**src/rtl/onchip_mem_stream_reader.sv**
```systemverilog
// onchip_mem_stream_reader
//   Reads a block of words from an on-chip memory with fixed read latency 1
//   and emits them as a stream with first-word-fall-through buffering,
//   start/end-of-packet markers and sink backpressure.
// Ports:
//   clk, reset        single clock, synchronous active-high reset
//   start             one-cycle transfer request (ignored while busy)
//   base_addr         first word address, sampled on accepted start
//   word_count        number of words (0..2^ADDR_W), sampled on accepted start
//   busy, done        transfer in progress / one-cycle completion pulse
//   m_address         memory word address
//   m_chipselect      read request qualifier
//   m_write, m_byteenable, m_clken   constant read-only controls
//   m_readdata        memory read data, valid one cycle after chipselect
//   st_data, st_valid, st_ready, st_sop, st_eop   output stream
module onchip_mem_stream_reader #(
  parameter int unsigned ADDR_W     = 10,
  parameter int unsigned DATA_W     = 32,
  parameter int unsigned FIFO_DEPTH = 4
) (
  input  logic                  clk,
  input  logic                  reset,
  input  logic                  start,
  input  logic [ADDR_W-1:0]     base_addr,
  input  logic [ADDR_W:0]       word_count,
  output logic                  busy,
  output logic                  done,
  output logic [ADDR_W-1:0]     m_address,
  output logic                  m_chipselect,
  output logic                  m_write,
  output logic [DATA_W/8-1:0]   m_byteenable,
  output logic                  m_clken,
  input  logic [DATA_W-1:0]     m_readdata,
  output logic [DATA_W-1:0]     st_data,
  output logic                  st_valid,
  input  logic                  st_ready,
  output logic                  st_sop,
  output logic                  st_eop
);

  localparam int unsigned PW = $clog2(FIFO_DEPTH);
  localparam int unsigned CW = PW + 1;
  localparam int unsigned EW = DATA_W + 2;
  localparam logic [CW:0]     DEPTH_L = (CW + 1)'(FIFO_DEPTH);
  localparam logic [ADDR_W:0] ONE_W   = (ADDR_W + 1)'(1);

  typedef enum logic [1:0] {IDLE, READ, DRAIN, DONE} state_e;

  state_e              state_q, state_d;
  logic [ADDR_W-1:0]   addr_q;
  logic [ADDR_W:0]     left_q;
  logic [ADDR_W:0]     total_q;
  logic                infl_q, infl_sop_q, infl_eop_q;
  logic [PW-1:0]       wr_ptr_q, rd_ptr_q;
  logic [CW-1:0]       cnt_q;
  logic [EW-1:0]       fifo_q [FIFO_DEPTH];
  logic [EW-1:0]       head;
  logic [CW:0]         occ;
  logic                rd_en, push, pop, accept;

  // Reads in flight count against capacity so returning data always fits.
  assign occ    = {1'b0, cnt_q} + {{CW{1'b0}}, infl_q};
  assign rd_en  = (state_q == READ) && (left_q != '0) && (occ < DEPTH_L);
  assign push   = infl_q;
  assign pop    = st_valid && st_ready;
  assign accept = (state_q == IDLE) && start;

  assign head     = fifo_q[rd_ptr_q];
  assign st_valid = (cnt_q != '0);
  assign st_data  = head[DATA_W-1:0];
  assign st_sop   = st_valid && head[DATA_W];
  assign st_eop   = st_valid && head[DATA_W+1];

  assign m_address    = addr_q;
  assign m_chipselect = rd_en;
  assign m_write      = 1'b0;
  assign m_byteenable = '1;
  assign m_clken      = 1'b1;

  assign busy = (state_q == READ) || (state_q == DRAIN);
  assign done = (state_q == DONE);

  always_comb begin
    state_d = state_q;
    case (state_q)
      IDLE:    if (start) state_d = (word_count == '0) ? DONE : READ;
      READ:    if (rd_en && (left_q == ONE_W)) state_d = DRAIN;
      DRAIN:   if (pop && st_eop) state_d = DONE;
      DONE:    state_d = IDLE;
      default: state_d = IDLE;
    endcase
  end

  always_ff @(posedge clk) begin
    if (reset) begin
      state_q    <= IDLE;
      addr_q     <= '0;
      left_q     <= '0;
      total_q    <= '0;
      infl_q     <= 1'b0;
      infl_sop_q <= 1'b0;
      infl_eop_q <= 1'b0;
      wr_ptr_q   <= '0;
      rd_ptr_q   <= '0;
      cnt_q      <= '0;
    end else begin
      state_q <= state_d;
      if (accept && (word_count != '0)) begin
        addr_q  <= base_addr;
        left_q  <= word_count;
        total_q <= word_count;
      end else if (rd_en) begin
        addr_q <= addr_q + ADDR_W'(1);
        left_q <= left_q - ONE_W;
      end
      // Packet markers travel with the read so they land beside their data.
      infl_q     <= rd_en;
      infl_sop_q <= rd_en && (left_q == total_q);
      infl_eop_q <= rd_en && (left_q == ONE_W);
      if (push) wr_ptr_q <= wr_ptr_q + PW'(1);
      if (pop)  rd_ptr_q <= rd_ptr_q + PW'(1);
      case ({push, pop})
        2'b10:   cnt_q <= cnt_q + CW'(1);
        2'b01:   cnt_q <= cnt_q - CW'(1);
        default: cnt_q <= cnt_q;
      endcase
    end
  end

  always_ff @(posedge clk) begin
    if (push) fifo_q[wr_ptr_q] <= {infl_eop_q, infl_sop_q, m_readdata};
  end

endmodule

```
**config.mk**
```make
export PLATFORM = sky130hd
export DESIGN_NAME = onchip_mem_stream_reader
export DESIGN_NICKNAME = d
export VERILOG_FILES = /design/src/rtl/onchip_mem_stream_reader.sv
export SDC_FILE = /design/constraint.sdc
export NUM_CORES = 1
export LEC_CHECK = 0
export BUFFER_PORTS_ARGS = -buffer_cell sky130_fd_sc_hd__buf_2
export CAP_MARGIN = 20
export CORE_MARGIN = 1.5
export CORE_UTILIZATION = 57
export DETAILED_ROUTE_END_ITERATION = 7
export PLACE_DENSITY = 0.8
export SYNTH_ARGS = -nofsm -noshare
export SYNTH_HDL_FRONTEND = slang
export SYNTH_SLANG_ARGS = --single-unit
```
**constraint.sdc**
```tcl
create_clock -name clk -period 2.4 [get_ports clk]
set_clock_uncertainty 0.05 [all_clocks]
set_input_delay 0.12 -clock clk [delete_from_list [all_inputs] [get_ports clk]]
set_output_delay 0.12 -clock clk [all_outputs]
set_load 0.1 [all_outputs]
```
-- Word level (Yosys, flattened, before mapping)
Memories as Yosys holds them, arrays and structs flattened. A register that Yosys moved wholly into a read port is not among the register bits.
Index checks and enable logic that the tools add are counted.
- memories: 1
- memory bits (writable): 136
- word-level logic and storage cells: 62
- register bits after elaboration: 44
- bits of input ports: 57
- output and inout port bits: 54
- reduce and logical (&&, ||, !) cells: 19
- multiplexer cells: 14
- magnitude comparators: 1
- equal/unequal tests: 10
- add/subtract/negate cells: 7
- memory list (memory ; words ; bits a word ; rd ports ; clocked after Yosys merged registers in ; wr ports ; RTL line ; source):
    fifo_q ; 4 ; 34 ; 1 ; 1 ; 1 ; 56 ; logic [EW-1:0] fifo_q [FIFO_DEPTH];
- operators with widths (operator ; count):
    2-to-1 mux 11 bit ; 2
    nonzero test 11 bit ; 2
    2-to-1 mux 10 bit ; 2
    2-to-1 mux 2 bit ; 6
    == test 11 x 1 -> 1 bit, second input constant ; 1
    == test 11 bit ; 1
    logical NOT 11 bit ; 1
    subtractor 11 x 1 -> 11 bit, second input constant ; 1
    adder 10 x 1 -> 10 bit, second input constant ; 1
    logical AND 1 bit ; 10
    one-hot mux 2 bit (4 select lines) ; 1
    == test 2 bit, second input constant ; 3
    one-hot mux 3 bit (2 select lines) ; 1
    adder 2 x 1 -> 2 bit, second input constant ; 2
    adder 3 x 1 -> 4 bit ; 1
    == test 2 x 1 -> 1 bit, second input constant ; 2
    < comparator 4 x 3 -> 1 bit, second input constant ; 1
    != test 2 x 1 -> 1 bit, second input constant ; 2
    nonzero test 2 bit ; 2
    adder 3 x 1 -> 3 bit, second input constant ; 1
    AND reduction 3 bit ; 1
    nonzero test 3 bit ; 1
    subtractor 3 x 1 -> 3 bit, second input constant ; 1
    logical NOT 2 bit ; 1
    other kinds (3) ; 4

-- Logic depth before layout (Yosys ltp)
- depth in word-level cells: 6
- mapped depth: 9
- depth with buffers taken out: 8

-- Least setup slack after synthesis
OpenSTA, ideal clock, no wires.
- kind: reg-to-reg
- from: reg left_q[2]
- to: reg addr_q[0], in the netlist m_address[0]
- arrival: 2386 ps
- cell stages (with the launch flop): 8
- period minus slack after synthesis: 2521 ps
- library setup time: 86 ps
- path slack: -121 ps
- required time: 2264 ps
- buffers on the path: 1
- path through: dfxtp_1 -> or4_4 -> nor3_1 -> or2_2 -> buf_2 -> inv_1 -> xnor2_1 -> a211oi_1
- cells in the longest elaborated chain, start to end: 4
- RTL lines (element ; RTL line ; source):
    from (decl) ; 51 ; logic [ADDR_W:0] left_q;
    from (signal assigned) ; 110 ; left_q <= word_count;
    from (signal assigned) ; 114 ; left_q <= left_q - ONE_W;
    nonzero test 11 bit ; 63 ; assign rd_en = (state_q == READ) && (left_q != '0) && (occ < DEPTH_L);
    logical AND 1 bit (2 in a row) ; 63 ;
    net m_chipselect ; 29 ; output logic m_chipselect,
    nonzero test 2 bit (no source line) ; - ;
    to (signal assigned) ; 109 ; addr_q <= base_addr;
    to (signal assigned) ; 113 ; addr_q <= addr_q + ADDR_W'(1);
    to (decl) ; 50 ; logic [ADDR_W-1:0] addr_q;
The timed path passes the listed nets, and every way through them passes these cells.
A chain may end at the register's enable or synchronous reset.

-- Worst setup path in the final report
- from: reg left_q[3]
- to: out m_chipselect
- cells in the longest elaborated chain, start to end: 3
- RTL lines (element ; RTL line):
    nonzero test 11 bit ; 63
    logical AND 1 bit (2 in a row) ; 63
    to (decl) ; 29
Every way passes these cells.

==> results.py <==
metrics = {
    "status": {
        "status": "finished clean",
    },
    "setup_path": {
        "worstPathCellList": "or4_4 > nor3_4 > or2_4 > clkinvlp_4 > buf_6",
        "startpoint_type": "flip-flop",
        "required_ns": 2.23,
        "cpPeakStageDelay_ns": 0.57,
        "critPathArrivalTime_ns": 2.14,
        "end_kind": "output port",
        "path_class": "reg2out",
        "slowest_stage": "or4_4",
        "worstPathMaxFanout": 8,
    },
    "synthesis": {
        "synth_top_cell_area_share_pct": 55.2,
        "yosys_warnings": 0,
        "synth_common_cells": "edfxtp_1 (136), dfxtp_1 (46), nor2_1 (37), mux4_2 (34), nand2_1 (32)",
        "seq_area_frac_synth_pct": 67.6,
        "ys_seq_elements": 182,
        "netlist_instances": 479,
        "yosysTopAreaCell": "edfxtp_1",
        "synthTopCellsByArea": "edfxtp_1 (55%), dfxtp_1 (12%), mux4_2 (10%)",
        "ys_async_sr_fraction_pct": 0,
        "synth-edff-count": 136,
        "synth_area_mm2": 0.00740,
        "synth_most_common_cell": "edfxtp_1",
        "ys_types": 48,
        "syn_avg_cell_area_um2": 15.5,
        "synth-main-ff-cell": "edfxtp_1",
    },
    "drt": {
        "wl_um": 15300,
        "drt-vias-per-instance": 5.52,
        "num_vias": 4550,
        "drtIter0Drc": 323,
        "ant_nets": 0,
        "wire_per_inst_um": 18.6,
        "drt_pass1_iterations": 4,
        "drc": 0,
    },
    "worst_hold_path": {
        "hp-class": "in2reg",
    },
    "cells_and_area": {
        "nNetsFinal": 712,
        "final_layout_size_suffix_gt1_share_pct": 30.2,
        "fillers": 816,
        "final_util_pct": 73.3,
        "design_area_mm2": 0.00925,
        "syn_to_final_growth_pct": 25.0,
        "diodes": 0,
    },
    "sta": {
        "hold_viol_final": 0,
        "period_share_pct": 96.4,
        "finalCriticalPeriod_ns": 2.31,
        "setup_viol": 0,
        "setup_ws_ns": 0.0869,
        "maxSlewViolCount": 0,
        "relSlewSlack_pct": 57.2,
        "worst_pin_slew_ns": 0.642,
        "rsz0062_at_grt": "no",
        "fmaxAchievable_mhz": 432,
    },
    "clock_network": {
        "root_buffer": "clkbuf_16",
        "cts_inserted_buffers": 17,
        "cts_tree": "built",
        "clock_latency_ns": 0.43,
        "clock-sinks": 182,
        "htreeDepth": 4,
        "post_cts_buffers": 0,
        "clockBufferDepth": 2,
        "clk_pin_slew_ns": 0.07,
    },
    "global_route": {
        "grt_pass1_vias": 4642,
        "grt_overflow": 0,
        "grt_usage_pct": 23.8,
        "grt_pass1_wl_um": 23600,
        "antenna_found_initial": 0,
        "grt_max_degree": 52,
    },
    "power": {
        "p_leak_nw": 3.29,
        "seqPwrFrac_pct": 36.4,
        "switching_share_pct": 42.5,
        "power_density_mw_per_mm2": 1200,
        "p_sw_mw": 4.72,
        "clockPowerShare_pct": 23.2,
        "combPwrFrac_pct": 40.4,
        "p_int_mw": 6.39,
        "irDropWorstVdd_uv": 1100,
    },
    "floorplanning": {
        "die_w_um": 117,
        "core_area_mm2": 0.0126,
        "die_h_um": 117,
        "start_util_pct": 58.6,
        "placementRows": 41,
        "io_pins": 111,
        "dieArea_mm2": 0.0137,
    },
    "place": {
        "gp_congestion": 0.878,
        "hpwl_um": 8710,
        "place_ws_ns": 0.223,
        "dpl-instance-area_mm2": 0.00817,
        "port_buffers": 104,
    },
    "flow_run": {
        "maxCapViolations": 0,
    },
}
## critical path, delay by kind of cell, from the launching register on
family	cells	cell delay, ns
buffers and inverters	2	0.36
AND/OR/NAND/NOR	3	0.99
flip-flops	1	0.36
## metrics by stage
stage / hold slack, ns / setup TNS (ns) / instances / power (mW)
global route: 0.148 / 0 / 825 / 11.6
CTS: 0.100 / 0 / 825 / 11.1
floorplan: 0.169 / -0.0499 / 483 / 7.74
detailed placement: 0.286 / 0 / 740 / 8.49
global placement: 0.279 / 0 / 740 / 8.40
finish: 0.119 / 0 / 825 / 11.1
## area by class of cell
class | count | area (um2) | share of cell area, %
inverters | 11 | 45.0 | 0.487
well taps | 172 | 215 | 2.33
flip-flops and latches | 182 | 5010 | 54.1
clock inverters | 12 | 106 | 1.15
multi-input cells | 261 | 2260 | 24.4
repair buffers | 167 | 1180 | 12.8
clock buffers | 20 | 437 | 4.72
## power by group through the flow
stage	clock [mW]	sequential (mW)	combinational [mW]
floorplan	0	4.39	3.35
global placement	0	4.07	4.32
detailed placement	0	4.10	4.39
CTS	2.60	4.04	4.49
global route	2.75	4.09	4.75
finish	2.57	4.04	4.49
## path summary, 6_finish.rpt
path / depth (start not counted) / endpoint / startpoint / slack [ns]
setup / recovery: 5 / m_chipselect / left_q[3] / 0.09
hold / removal: 4 / state_q[0] / start / 0.12
setup reg to reg: 5 / state_q[0] / left_q[3] / 0.20
hold reg to reg: 2 / total_q[6] / total_q[6] / 0.42
## repair_timing
action / in CTS / in global routing
hold buffers: 53 / 0
endpoints found under the setup margin: 1 / 1
endpoints found under the hold margin: 160 / 0
pin swaps: 0 / 0
resized for setup: 1 / 1
## cells by family (layout without fill, tap and decap cells)
logic type      count (synthesis)  after routing  synth area share [%]
other cells                     2              6                 0.101
simple gates                  127            127                  8.44
buf+inv                        40            210                  2.35
mux                            36             36                  10.6
flops                         182            182                  67.6
fa+ha+maj                      15             15                  2.64
compound gates                 46             46                  4.56
xor+xnor                       31             31                  3.67
## cells in the final DEF, fill, tap and decap left out, drive strengths merged, types with 2 or more instances in the layout
cell type	count
nor3b	2
o21ai	4
mux2i	2
a211oi	17
mux4	34
conb	6
inv	11
nor2	37
clkinv	6
dlygate4sd3	53
dfxtp	46
and4	2
nand4	3
xor2	14
nand2	33
ha	14
edfxtp	136
or2	2
xnor2	17
a21oi	14
and2	6
clkinvlp	5
clkbuf	20
nor3	12
or3	6
nor2b	2
a311oi	2
nand3	6
buf	114
nor4	9
or4	3
## routing by layer
layer / routed length [um] / global-route usage [%] / vias to the layer above
met3: 900 / 6.13 / 17
met1: 6210 / 29.1 / 2223
met4: 199 / 7.39 / 0
met5: 0 / 0 / -
li1: - / - / 2132
met2: 8040 / 42.0 / 178
## state kept, by name, summed over array words and instances, names as in the netlist, named ones only
signal	cells
cnt_q	3
fifo_q	136
infl_eop_q	1
infl_q	1
infl_sop_q	1
left_q	11
m_address	10
rd_ptr_q	2
state_q	2
total_q	11
wr_ptr_q	2
No activity file was read; power rests on OpenSTA's default activity.
